$ cat config.mk
export PLATFORM = sky130hd
export DESIGN_NAME = any1_bus_arbiter
export DESIGN_NICKNAME = d
export VERILOG_FILES = /design/src/rtl/any1_pkg.sv /design/src/rtl/any1_rr_pick.sv /design/src/rtl/any1_bus_arbiter.sv
export SDC_FILE = /design/constraint.sdc
export NUM_CORES = 1
export LEC_CHECK = 0
export CORE_AREA = 2 2 315 317
export DETAILED_ROUTE_END_ITERATION = 8
export DIE_AREA = 0 0 317 319
export GPL_TIMING_DRIVEN = 0
export PLACE_DENSITY_LB_ADDON = 0.05
export SLEW_MARGIN = 5
export SYNTH_ARGS = -nofsm -noshare
export SYNTH_HDL_FRONTEND = slang
export SYNTH_HIERARCHICAL = 1
export SYNTH_SLANG_ARGS = --single-unit
$ cat constraint.sdc
create_clock -name clk_i -period 2.75 [get_ports clk_i]
set_clock_uncertainty 0.15 [all_clocks]
set_input_delay 0.6875 -clock clk_i [delete_from_list [all_inputs] [get_ports clk_i]]
set_output_delay 0.6875 -clock clk_i [all_outputs]
set_load 0.02 [all_outputs]
$ cat src/rtl/any1_pkg.sv
// any1_pkg: shared arbiter types and constants for the ANY-1 system bus.
package any1_pkg;
    localparam int ARB_NMASTERS = 2;
    localparam int BUS_AWID = 32;
    localparam int BUS_DWID = 128;

    typedef enum logic [1:0] {IDLE, OWN0, OWN1, ABORT} arb_state_t;

    // Sized for the widest bus; narrower instances zero-extend into it.
    typedef struct packed {
        logic                  cyc;
        logic                  stb;
        logic                  we;
        logic [BUS_DWID/8-1:0] sel;
        logic [BUS_AWID-1:0]   adr;
        logic [BUS_DWID-1:0]   dat;
    } bus_req_t;
endpackage

$ cat src/rtl/any1_rr_pick.sv
// any1_rr_pick: two-input round-robin selector; on contention grants the
// master that was not granted last.
module any1_rr_pick
    import any1_pkg::*;
(
    input  logic [ARB_NMASTERS-1:0] i_req,
    input  logic                    i_last,
    output logic                    o_grant
);
    assign o_grant = &i_req ? ~i_last : i_req[1];
endmodule

$ cat src/rtl/any1_bus_arbiter.sv
// any1_bus_arbiter: two-master round-robin arbiter for the ANY-1 bus with
// lock and idle turnaround. Define ANY1_ARB_TIMEOUT_EN for the ack timeout.
module any1_bus_arbiter
    import any1_pkg::*;
#(
    parameter int AWID      = 32,
    parameter int DWID      = 128,
    parameter int TO_CYCLES = 255
) (
    input  logic              clk_i,
    input  logic              rst_i,
    input  logic              m0_cyc_i,
    input  logic              m0_stb_i,
    input  logic              m0_we_i,
    input  logic [DWID/8-1:0] m0_sel_i,
    input  logic [AWID-1:0]   m0_adr_i,
    input  logic [DWID-1:0]   m0_dat_i,
    output logic              m0_ack_o,
    output logic              m0_err_o,
    input  logic              m1_cyc_i,
    input  logic              m1_stb_i,
    input  logic              m1_we_i,
    input  logic              m1_lock_i,
    input  logic [DWID/8-1:0] m1_sel_i,
    input  logic [AWID-1:0]   m1_adr_i,
    input  logic [DWID-1:0]   m1_dat_i,
    output logic              m1_ack_o,
    output logic              m1_err_o,
    output logic [DWID-1:0]   m_dat_o,
    output logic              vpa_o,
    output logic              cyc_o,
    output logic              stb_o,
    output logic              we_o,
    output logic [DWID/8-1:0] sel_o,
    output logic [AWID-1:0]   adr_o,
    output logic [DWID-1:0]   dat_o,
    input  logic              ack_i,
    input  logic [DWID-1:0]   dat_i
);
    arb_state_t r_state, w_next;
    logic       r_last, r_lock;
    logic       w_grant, w_own, w_own1, w_cur_cyc, w_to;
    bus_req_t   w_m0, w_m1, w_bus;

    any1_rr_pick u_pick (
        .i_req  ({m1_cyc_i, m0_cyc_i & ~r_lock}),
        .i_last (r_last),
        .o_grant(w_grant)
    );

    assign w_own1    = r_state == OWN1;
    assign w_own     = r_state == OWN0 || w_own1;
    // In ABORT the stalled owner is already recorded in r_last.
    assign w_cur_cyc = (w_own1 || (r_state == ABORT && r_last)) ? m1_cyc_i : m0_cyc_i;

    always_ff @(posedge clk_i or negedge rst_i) begin
        if (!rst_i) begin
            r_state <= IDLE;
            r_last  <= 1'b0;
            r_lock  <= 1'b0;
        end else begin
            r_state <= w_next;
            if (w_own && w_next != r_state) begin
                r_last <= w_own1;
                if (w_own1)
                    r_lock <= m1_lock_i;
            end
        end
    end

    always_comb begin
        w_next = r_state;
        case (r_state)
            IDLE:       w_next = ((m0_cyc_i && !r_lock) || m1_cyc_i) ? (w_grant ? OWN1 : OWN0) : IDLE;
            OWN0, OWN1: w_next = !w_cur_cyc ? IDLE : w_to ? ABORT : r_state;
            ABORT:      w_next = w_cur_cyc ? ABORT : IDLE;
            default:    w_next = IDLE;
        endcase
    end

    always_comb begin
        w_m0  = '{m0_cyc_i, m0_stb_i, m0_we_i, (BUS_DWID/8)'(m0_sel_i), BUS_AWID'(m0_adr_i), BUS_DWID'(m0_dat_i)};
        w_m1  = '{m1_cyc_i, m1_stb_i, m1_we_i, (BUS_DWID/8)'(m1_sel_i), BUS_AWID'(m1_adr_i), BUS_DWID'(m1_dat_i)};
        w_bus = r_state == OWN0 ? w_m0 : w_own1 ? w_m1 : '0;
    end

    assign cyc_o    = w_bus.cyc;
    assign stb_o    = w_bus.stb;
    assign we_o     = w_bus.we;
    assign sel_o    = (DWID/8)'(w_bus.sel);
    assign adr_o    = AWID'(w_bus.adr);
    assign dat_o    = DWID'(w_bus.dat);
    assign vpa_o    = r_state == OWN0 && m0_cyc_i;
    assign m0_ack_o = r_state == OWN0 && m0_cyc_i && ack_i;
    assign m1_ack_o = w_own1 && m1_cyc_i && ack_i;
    assign m_dat_o  = dat_i;

`ifdef ANY1_ARB_TIMEOUT_EN
    localparam int CW_RAW = $clog2(TO_CYCLES + 1);
    localparam int CW     = CW_RAW < 8 ? 8 : CW_RAW > 16 ? 16 : CW_RAW;
    logic [CW-1:0] r_cnt;

    always_ff @(posedge clk_i or negedge rst_i) begin
        if (!rst_i)
            r_cnt <= '0;
        else
            r_cnt <= (ack_i || !stb_o) ? '0 : r_cnt + CW'(1);
    end

    // A coincident ack wins over the timeout.
    assign w_to     = cyc_o && stb_o && !ack_i && r_cnt == CW'(TO_CYCLES - 1);
    assign m0_err_o = w_to && r_state == OWN0;
    assign m1_err_o = w_to && w_own1;
`else
    logic w_unused_to;
    assign w_unused_to = TO_CYCLES != 0;
    assign w_to        = 1'b0;
    assign m0_err_o    = 1'b0;
    assign m1_err_o    = 1'b0;
`endif
endmodule

==> results.yml <==
worst_setup_path:
  r2r_end: "r_lock"
  cp.required_ns: 1.91
  cp.arrival_ns: 1.94
  cp_max_fo: 10
  critPathCaptureType: "output pin"
  r2r_start: "r_state[1]"
  reg2reg_setup_slack_ns: 0.23
  crit_path_start_kind: "flip-flop"
  critPathKind: "reg2out"
  worst-r2r-cell-count: 8
synthesis:
  yosysTopAreaCell: "a22o_1"
  ys_ff_latch: 4
  ys_top_cells_by_area: "a22o_1, buf_4, dfrtp_1"
  yosysUniqueCellTypes: 31
  synth_top_area_share_pct: 49.3
  netlist_area_um2: 3140
  syn_avg_cell_area_um2: 7.93
  yosysWarningCount: 6
  postSynthCellCount: 396
  synth_seq_area_share_pct: 3.19
layout:
  layout_commonest_cell: "clkdlybuf4s50_1"
  n_fill_cell: 11200
  layout_common_cells: "clkdlybuf4s50_1, a22o_1, buf_4"
  drive_gt1_share_pct: 36.9
  fin_util_pct: 12.6
  nNetsFinal: 1585
  layout.cells.non_filler: 2378
  area_growth_pct: 291
sta:
  rsz0062_at_grt: "true"
  period_minus_slack_ns: 2.78
  setup_viol: 9
  final.period_utilization_pct: 101
  timing.final.ws_setup_ns: -0.0317
  fin_tns_setup_ns: -0.156
  fmax_ghz: 0.359
  hold_viol_final: 0
  slew_violations: 0
detailed_routing:
  drtPass1Iterations: 4
  ant_nets: 0
  drcViolationCount: 0
  post_drt_wl_per_cell_um: 18.4
  drtIter0Drc: 105
  vias_per_cell: 2.51
  via_count: 5975
  wirelength_mm: 43.9
power:
  vdd_drop_max_mv: 0.248
  p_comb_share_pct: 96.5
  power_density_nw_per_um2: 806
  power.switching_uw: 5000
  p_clk_share_pct: 2.3
  leakage_uw: 0.00494
  sw_frac_of_total_pct: 50.5
  p_seq_share_pct: 1.3
  internal-power_uw: 4900
die:
  ios: 802
  die_w_um: 317
  initial_core_util_pct: 3.22
  die_y_um: 319
  rows: 115
  coreArea_um2: 97700
  fp.dieArea_um2: 101000
clocking:
  tritoncts: "built"
  cts.path.max_buffers: 2
  clock_latency_ns: 0.22
  clkTransAtPathRegs_ns: 0.03
  cts.sinks: 4
  htreeDepth: 1
  numCtsBuffers: 3
  clockRootBuffer: "clkbuf_16"
  holdBufCountCts: 0
placed_design:
  portBuffers: 671
  hpwl_mm: 38.4
  finalWeightedCongestion: 0.710
  dp_cells: 2355
global_route:
  grt_start_max_net_pins: 11
  grt_usage_pct: 7.89
  grt_pass1_vias: 6445
  grt_first_pass_wirelength_mm: 55.0
  grt-ovfl-total: 0
  antenna_found_initial: 7
status:
  violations: "setup timing"
  status: "complete, but fails checks"
min_path:
  hold_depth: 1
  hold_class: "reg2reg"
  min_from: "r_lock"
  hold_end: "r_lock"
flow_run:
  maxCapViolations: 0
[power groups by stage]
stage          Clock [uW]  Sequential (uW)  Combinational [uW]
3_3_place_gp            0              132                8780
3_5_place_dp            0              125                8640
6_report              224              125                9550
5_1_grt               233              130               10200
4_1_cts               228              125                9820
2_1_floorplan           0              110                3990
[layer usage]
metal | GRT usage, % | wire length (um) | vias to the layer above
met4 | 0.514 | 167 | 10
li1 | - | - | 2802
met1 | 7.11 | 13700 | 2707
met2 | 16.6 | 25100 | 440
met5 | 0 | 67 | -
met3 | 3.05 | 4850 | 16
[worst max-delay path, cell delays in order (launching register included)]
cell and delay (ns):
dfrtp_2 0.41, buf_6 0.13, ha_4 0.15, nor2b_4 0.13, buf_12 0.14, buf_16 0.16, buf_12 0.17, a22o_4 0.24
buf_6 0.13
[cells by family after synthesis]
group / synth area share (%)
AOI/OAI and AO/OA: 53.4
adders and majority gates: 1.59
buffers and inverters: 37.0
DFF: 3.19
muxes: 1.27
other: 0.119
and+or+nand+nor: 3.35
[worst max-delay path by stage]
stage	from	endpoint	slack, ns	cells past startpoint
6_report	r_state[1]	dat_o[97]	-0.03	8
5_1_grt	r_state[0]	dat_o[112]	-0.08	8
4_1_cts	r_state[1]	adr_o[10]	-0.14	9
3_5_place_dp	r_state[0]	dat_o[111]	-1.91	8
3_3_place_gp	r_state[0]	dat_o[17]	-2.13	7
2_1_floorplan	r_state[0]	adr_o[19]	0.19	7
[stage by stage]
stage / worst slack [ns] / total power [uW] / hold slack (ns) / area, um2
CTS: -0.143 / 10200 / 0.398 / 12200
global placement: -2.13 / 8910 / 0.402 / 11500
floorplan: 0.189 / 4100 / 0.242 / 3150
detailed placement: -1.91 / 8760 / 0.392 / 11500
finish: -0.0317 / 9900 / 0.395 / 12300
global route: -0.0823 / 10600 / 0.406 / 12300
[synthesized netlist by cell type]
cell	number
a22o_1	177
buf_4	130
clkbuf_1	25
buf_2	15
o21ai_0	7
nor2b_1	5
dfrtp_1	4
ha_1	4
nand2_1	4
a21oi_1	2
and3_1	2
inv_1	2
a211oi_1	1
a21boi_2	1
a21oi_2	1
a32oi_2	1
and2_1	1
and2b_1	1
and4b_1	1
buf_6	1
conb_1	1
mux2_1	1
mux2_4	1
mux2i_2	1
nand2b_1	1
nor2_1	1
nor3b_2	1
o2111ai_1	1
o211ai_1	1
o21bai_1	1
o311ai_2	1
[registers in the layout, indices dropped and copies added (netlist names)]
name     count
r_state      2
r_lock       1
r_last       1
[layout make-up]
cell class	instances	area, um2	share of cell area (%)
clock buffers	3	75.1	0.612
inverters	2	10.0	0.0815
well taps	1287	1610	13.1
multi-input cells	220	2060	16.8
flip-flops and latches	4	103	0.836
diodes	2	5.00	0.0408
repair buffers	691	6880	56.1
plain buffers	169	1520	12.4
[timing repair]
item                        CTS  global route
gates cloned                  8             1
resized for setup          1060            46
pin swaps                     3             4
setup endpoints to repair   183           168
setup buffers                 9             3
(Power assumes the default switching activity.)
